--- src/rtl/regfile_scoreboard.sv ---
// Integer register file (2R/1W, x0 = 0) with a busy-bit scoreboard for long-latency ops.
// Optional write-back forwarding and hazard release: define REGFILE_WB_BYPASS_EN.
module regfile_scoreboard #(
  parameter int XLEN = 32,
  parameter int NREG = 32,
  localparam int AW = $clog2(NREG)
) (
  input  logic            clk,
  input  logic            rst,
  input  logic [AW-1:0]   rs1_addr,
  input  logic [AW-1:0]   rs2_addr,
  input  logic            rs1_used,
  input  logic            rs2_used,
  output logic [XLEN-1:0] rs1_data,
  output logic [XLEN-1:0] rs2_data,
  input  logic            issue_valid,
  input  logic [AW-1:0]   issue_rd,
  input  logic            issue_long,
  output logic            issue_ready,
  input  logic            wb_valid,
  input  logic [AW-1:0]   wb_addr,
  input  logic [XLEN-1:0] wb_data,
  output logic [NREG-1:0] busy_vec
);

  logic [XLEN-1:0] regs [NREG];
  logic [NREG-1:0] busy;
  logic [NREG-1:0] busy_next;
  logic [NREG-1:0] wb_clr;
  logic [NREG-1:0] hz_busy;
  logic            wb_en;
  logic            hazard;
  logic            issue_set;

  assign wb_en = wb_valid && (wb_addr != '0);

  always_comb begin
    wb_clr = '0;
    if (wb_en) wb_clr[wb_addr] = 1'b1;
  end

`ifdef REGFILE_WB_BYPASS_EN
  // A bit being cleared this cycle no longer blocks the dependent instruction.
  assign hz_busy = busy & ~wb_clr;
`else
  assign hz_busy = busy;
`endif

  assign hazard = (rs1_used & hz_busy[rs1_addr])
                | (rs2_used & hz_busy[rs2_addr])
                | ((issue_rd != '0) & hz_busy[issue_rd]);

  assign issue_ready = ~hazard;
  assign issue_set   = issue_valid && issue_ready && issue_long && (issue_rd != '0);
  assign busy_vec    = busy;

  // Set after clear so a same-cycle issue to the written index stays busy.
  always_comb begin
    busy_next = busy & ~wb_clr;
    if (issue_set) busy_next[issue_rd] = 1'b1;
    busy_next[0] = 1'b0;
  end

  always_comb begin
    rs1_data = '0;
    rs2_data = '0;
    if (rs1_addr != '0) rs1_data = regs[rs1_addr];
    if (rs2_addr != '0) rs2_data = regs[rs2_addr];
`ifdef REGFILE_WB_BYPASS_EN
    if (rst && wb_en && (wb_addr == rs1_addr)) rs1_data = wb_data;
    if (rst && wb_en && (wb_addr == rs2_addr)) rs2_data = wb_data;
`endif
  end

  always_ff @(posedge clk or negedge rst) begin
    if (!rst) begin
      regs <= '{default: '0};
      busy <= '0;
    end else begin
      if (wb_en) regs[wb_addr] <= wb_data;
      busy <= busy_next;
    end
  end

endmodule

--- config.mk ---
export PLATFORM = sky130hd
export DESIGN_NAME = regfile_scoreboard
export DESIGN_NICKNAME = d
export VERILOG_FILES = /design/src/rtl/regfile_scoreboard.sv
export SDC_FILE = /design/constraint.sdc
export NUM_CORES = 2
export LEC_CHECK = 0
export BUFFER_PORTS_ARGS = -buffer_cell sky130_fd_sc_hd__buf_2
export CAP_MARGIN = 20
export CORE_MARGIN = 2
export CORE_UTILIZATION = 50
export DETAILED_ROUTE_END_ITERATION = 16
export GPL_TIMING_DRIVEN = 1
export PLACE_DENSITY_LB_ADDON = 0.2
export SLEW_MARGIN = 20
export SYNTH_ARGS = -nofsm -noshare
export SYNTH_HDL_FRONTEND = slang
export SYNTH_SLANG_ARGS = --single-unit
--- constraint.sdc ---
create_clock -name clk -period 3.6 [get_ports clk]
set_input_delay 0.54 -clock clk [delete_from_list [all_inputs] [get_ports clk]]
set_output_delay 0.54 -clock clk [all_outputs]
set_load 0.005 [all_outputs]
==> flow_summary.toml <==
[routing]
drc = 0
drt-vias-per-instance = 6.645
vias = 35340
routed_wirelength_um = 165600
ant_nets = 0
drtIter0Drc = 2938
routedWlPerCell_um = 31.14
firstDrtPassIters = 5

[power_and_ir_drop]
clockPowerShare_pct = 35.0
p_seq_share_pct = 44.7
p_switching_uw = 9527
powerDensity_nw_per_um2 = 552.5
cellLeakagePower_uw = 0.02777
power.internal_uw = 25800
total_power_uw = 35330
ir_drop_mv = 0.4403
combPwrFrac_pct = 20.4
swShare_pct = 26.96

[cts]
htreeDepth = 3
numCtsBuffers = 116
clock-root-buffer = "clkbuf_16"
cts_tree = "built"
cts.sinks = 1055
clkLatencyLatePin_ns = 0.69
cts_setup_buffers = 0
clockBufferDepth = 3
clkSlewWorstSetupHoldPaths_ns = 0.06

[global_route]
grt_pass1_vias = 36380
grt_pass1_wl_um = 248600
grt_usage_pct = 28.97
gr-total-overflow = 0
antenna_found_initial = 6
grt_max_degree = 98

[timing]
drv_slew = 0
hold_violations = 0
final.period_utilization_pct = 94.29
rsz0062_at_grt = "false"
fin_setup_tns_ns = 0
period_minus_slack_ns = 3.394
fin_skew_ns = 0.003748
final.setup.worst_slack_ns = 0.2056
setup_viol = 0
tightestPinTransition_ns = 0.9310
clock.fmax_mhz = 294.6
slew-limit-headroom_pct = 37.93

[yosys]
yosys_warnings = 0
synth-edff-count = 0
synth_common_cells = "dfrtp_1, mux2_2, mux4_2"
synth_seq_cells = 1055
synth.largest_area_cell = "dfrtp_1"
synthTopCellsByArea = "dfrtp_1, mux4_2, mux2_2, mux2i_1, clkbuf_1"
synth_area_um2 = 56250
synthesis.instances = 3666
synth_flop_cell = "dfrtp_1"
synth.most_common_cell = "dfrtp_1"
synth_top_area_share_pct = 46.94
synthArstFlopShare_pct = 100.0
yosysSeqAreaShare_pct = 46.94
synth_nets = 3725
synth.distinct_cells = 49
synth_area_per_cell_um2 = 15.34

[setup_path]
critPathLaunch = "rs2_addr[0]"
crit_arrival_ns = 2.85
required_ns = 3.06
rrSetupSlack_ns = 1.08
r2r_start = "busy_vec[30]"
worst_setup_path_end_kind = "primary output"
crit_fanout = 27
rr_endpoint = "busy_vec[25]"
rr_worst_depth = 6
timing.critical_path.to = "rs2_data[5]"
start_kind = "input port"
path_class = "input port to primary output"

[die]
core_area_um2 = 112000
placementRows = 123
dieHeight_um = 339.4
start_util_pct = 50.20
fp.dieW_um = 339.4
dieArea_um2 = 115200
num_io_pins = 156

[layout]
area_delta_synth_final_pct = 13.69
fillers = 8889
final_layout_size_suffix_gt1_share_pct = 56.41
multi_input_area_um2 = 28320
ff_latch_area_um2 = 26400
nets = 3772

[placed_design]
portBuffers = 154
post-place-ws_ns = 0.1318
place.gp.congestion = 0.8290
dp_hpwl_um = 98570

[flow_run]
max_cap_violations = 0

[min_path]
min_path_type = "input port to register"

[status]
status = "finished, final reports clean"
[sequential cells by signal, indices dropped and copies added (netlist names)]
name,cells
busy_vec,31
regs,1024
[layer usage]
metal	part of all wire, %	GRT usage [%]
met1	43	41.91
met2	48	45.36
met3	6.6	4.536
met4	3.0	9.310
met5	0.0097	0
[critical path, stage by stage]
cell and delay, ns:
buf_8 0.21, buf_12 0.29, buf_4 0.21, mux4_2 0.50, mux4_2 0.48, mux2i_2 0.31, nor2_1 0.12, buf_2 0.15
[power by group through the flow]
stage | combinational [µW] | sequential (µW) | clock [µW]
finish | 7190 | 15800 | 12400
global route | 7700 | 16100 | 13000
CTS | 7240 | 15700 | 12500
detailed placement | 7220 | 15900 | 0
global placement | 7070 | 15800 | 0
floorplan | 5460 | 15300 | 0
[stage by stage]
stage          hold WS [ns]  instances  utilization (%)  instance area (µm²)
2_1_floorplan        0.2444       3666                -                56250
3_3_place_gp         0.3767       5094            53.49                59930
3_5_place_dp         0.3827       5094            53.49                59930
4_1_cts              0.3147       5315            57.07                63940
5_1_grt              0.3766       5316            57.07                63940
6_report             0.3643       5319            57.08                63950
[cell families after synthesis]
logic type      after synthesis  share of synthesized area, %
mux                        1735                         45.37
flops                      1055                         46.94
buf+inv                     442                         3.081
compound gates              221                         2.832
simple gates                212                         1.773
other cells                   1                      0.006667
[what timing repair did]
action | CTS | global route
hold buffers | 1 | 0
hold endpoints to repair | 44 | 0
setup endpoints to repair | 0 | 1
gates resized for setup | 0 | 1
[layout make-up]
type / instances / share of cell area, %
Tap cell: 1500 / 2.935
Clock inverter: 55 / 0.9274
Clock buffer: 165 / 5.314
Multi-Input combinational cell: 2169 / 44.29
Timing Repair Buffer: 357 / 5.136
Inverter: 14 / 0.1017
Antenna cell: 4 / 0.01565
Sequential cell: 1055 / 41.28
[cells in the final DEF (no fill, tap or decap), types with 11 or more instances in the layout]
cell type	n
dfrtp_1	1055
mux2_2	997
mux4_2	552
mux2i_1	185
buf_2	146
buf_4	130
clkbuf_16	117
buf_12	74
nor2_1	72
a21oi_1	67
o221ai_1	65
o22ai_1	37
nor3_1	35
clkinv_2	31
nand2_1	29
clkbuf_8	29
o31ai_1	21
clkbuf_1	19
inv_1	11
nor2_4	11
[how the worst min path moves through the flow]
stage | depth (start not counted) | end | slack, ns | start
2_1_floorplan | 0 | busy_vec[10] | 0.24 | rst
3_3_place_gp | 0 | regs[1018] | 0.38 | regs[1018]
3_5_place_dp | 0 | regs[1011] | 0.38 | regs[1011]
4_1_cts | 3 | busy_vec[20] | 0.31 | issue_rd[3]
5_1_grt | 3 | busy_vec[20] | 0.38 | issue_rd[3]
6_report | 3 | busy_vec[20] | 0.36 | issue_rd[3]
(Power assumes the default switching activity.)
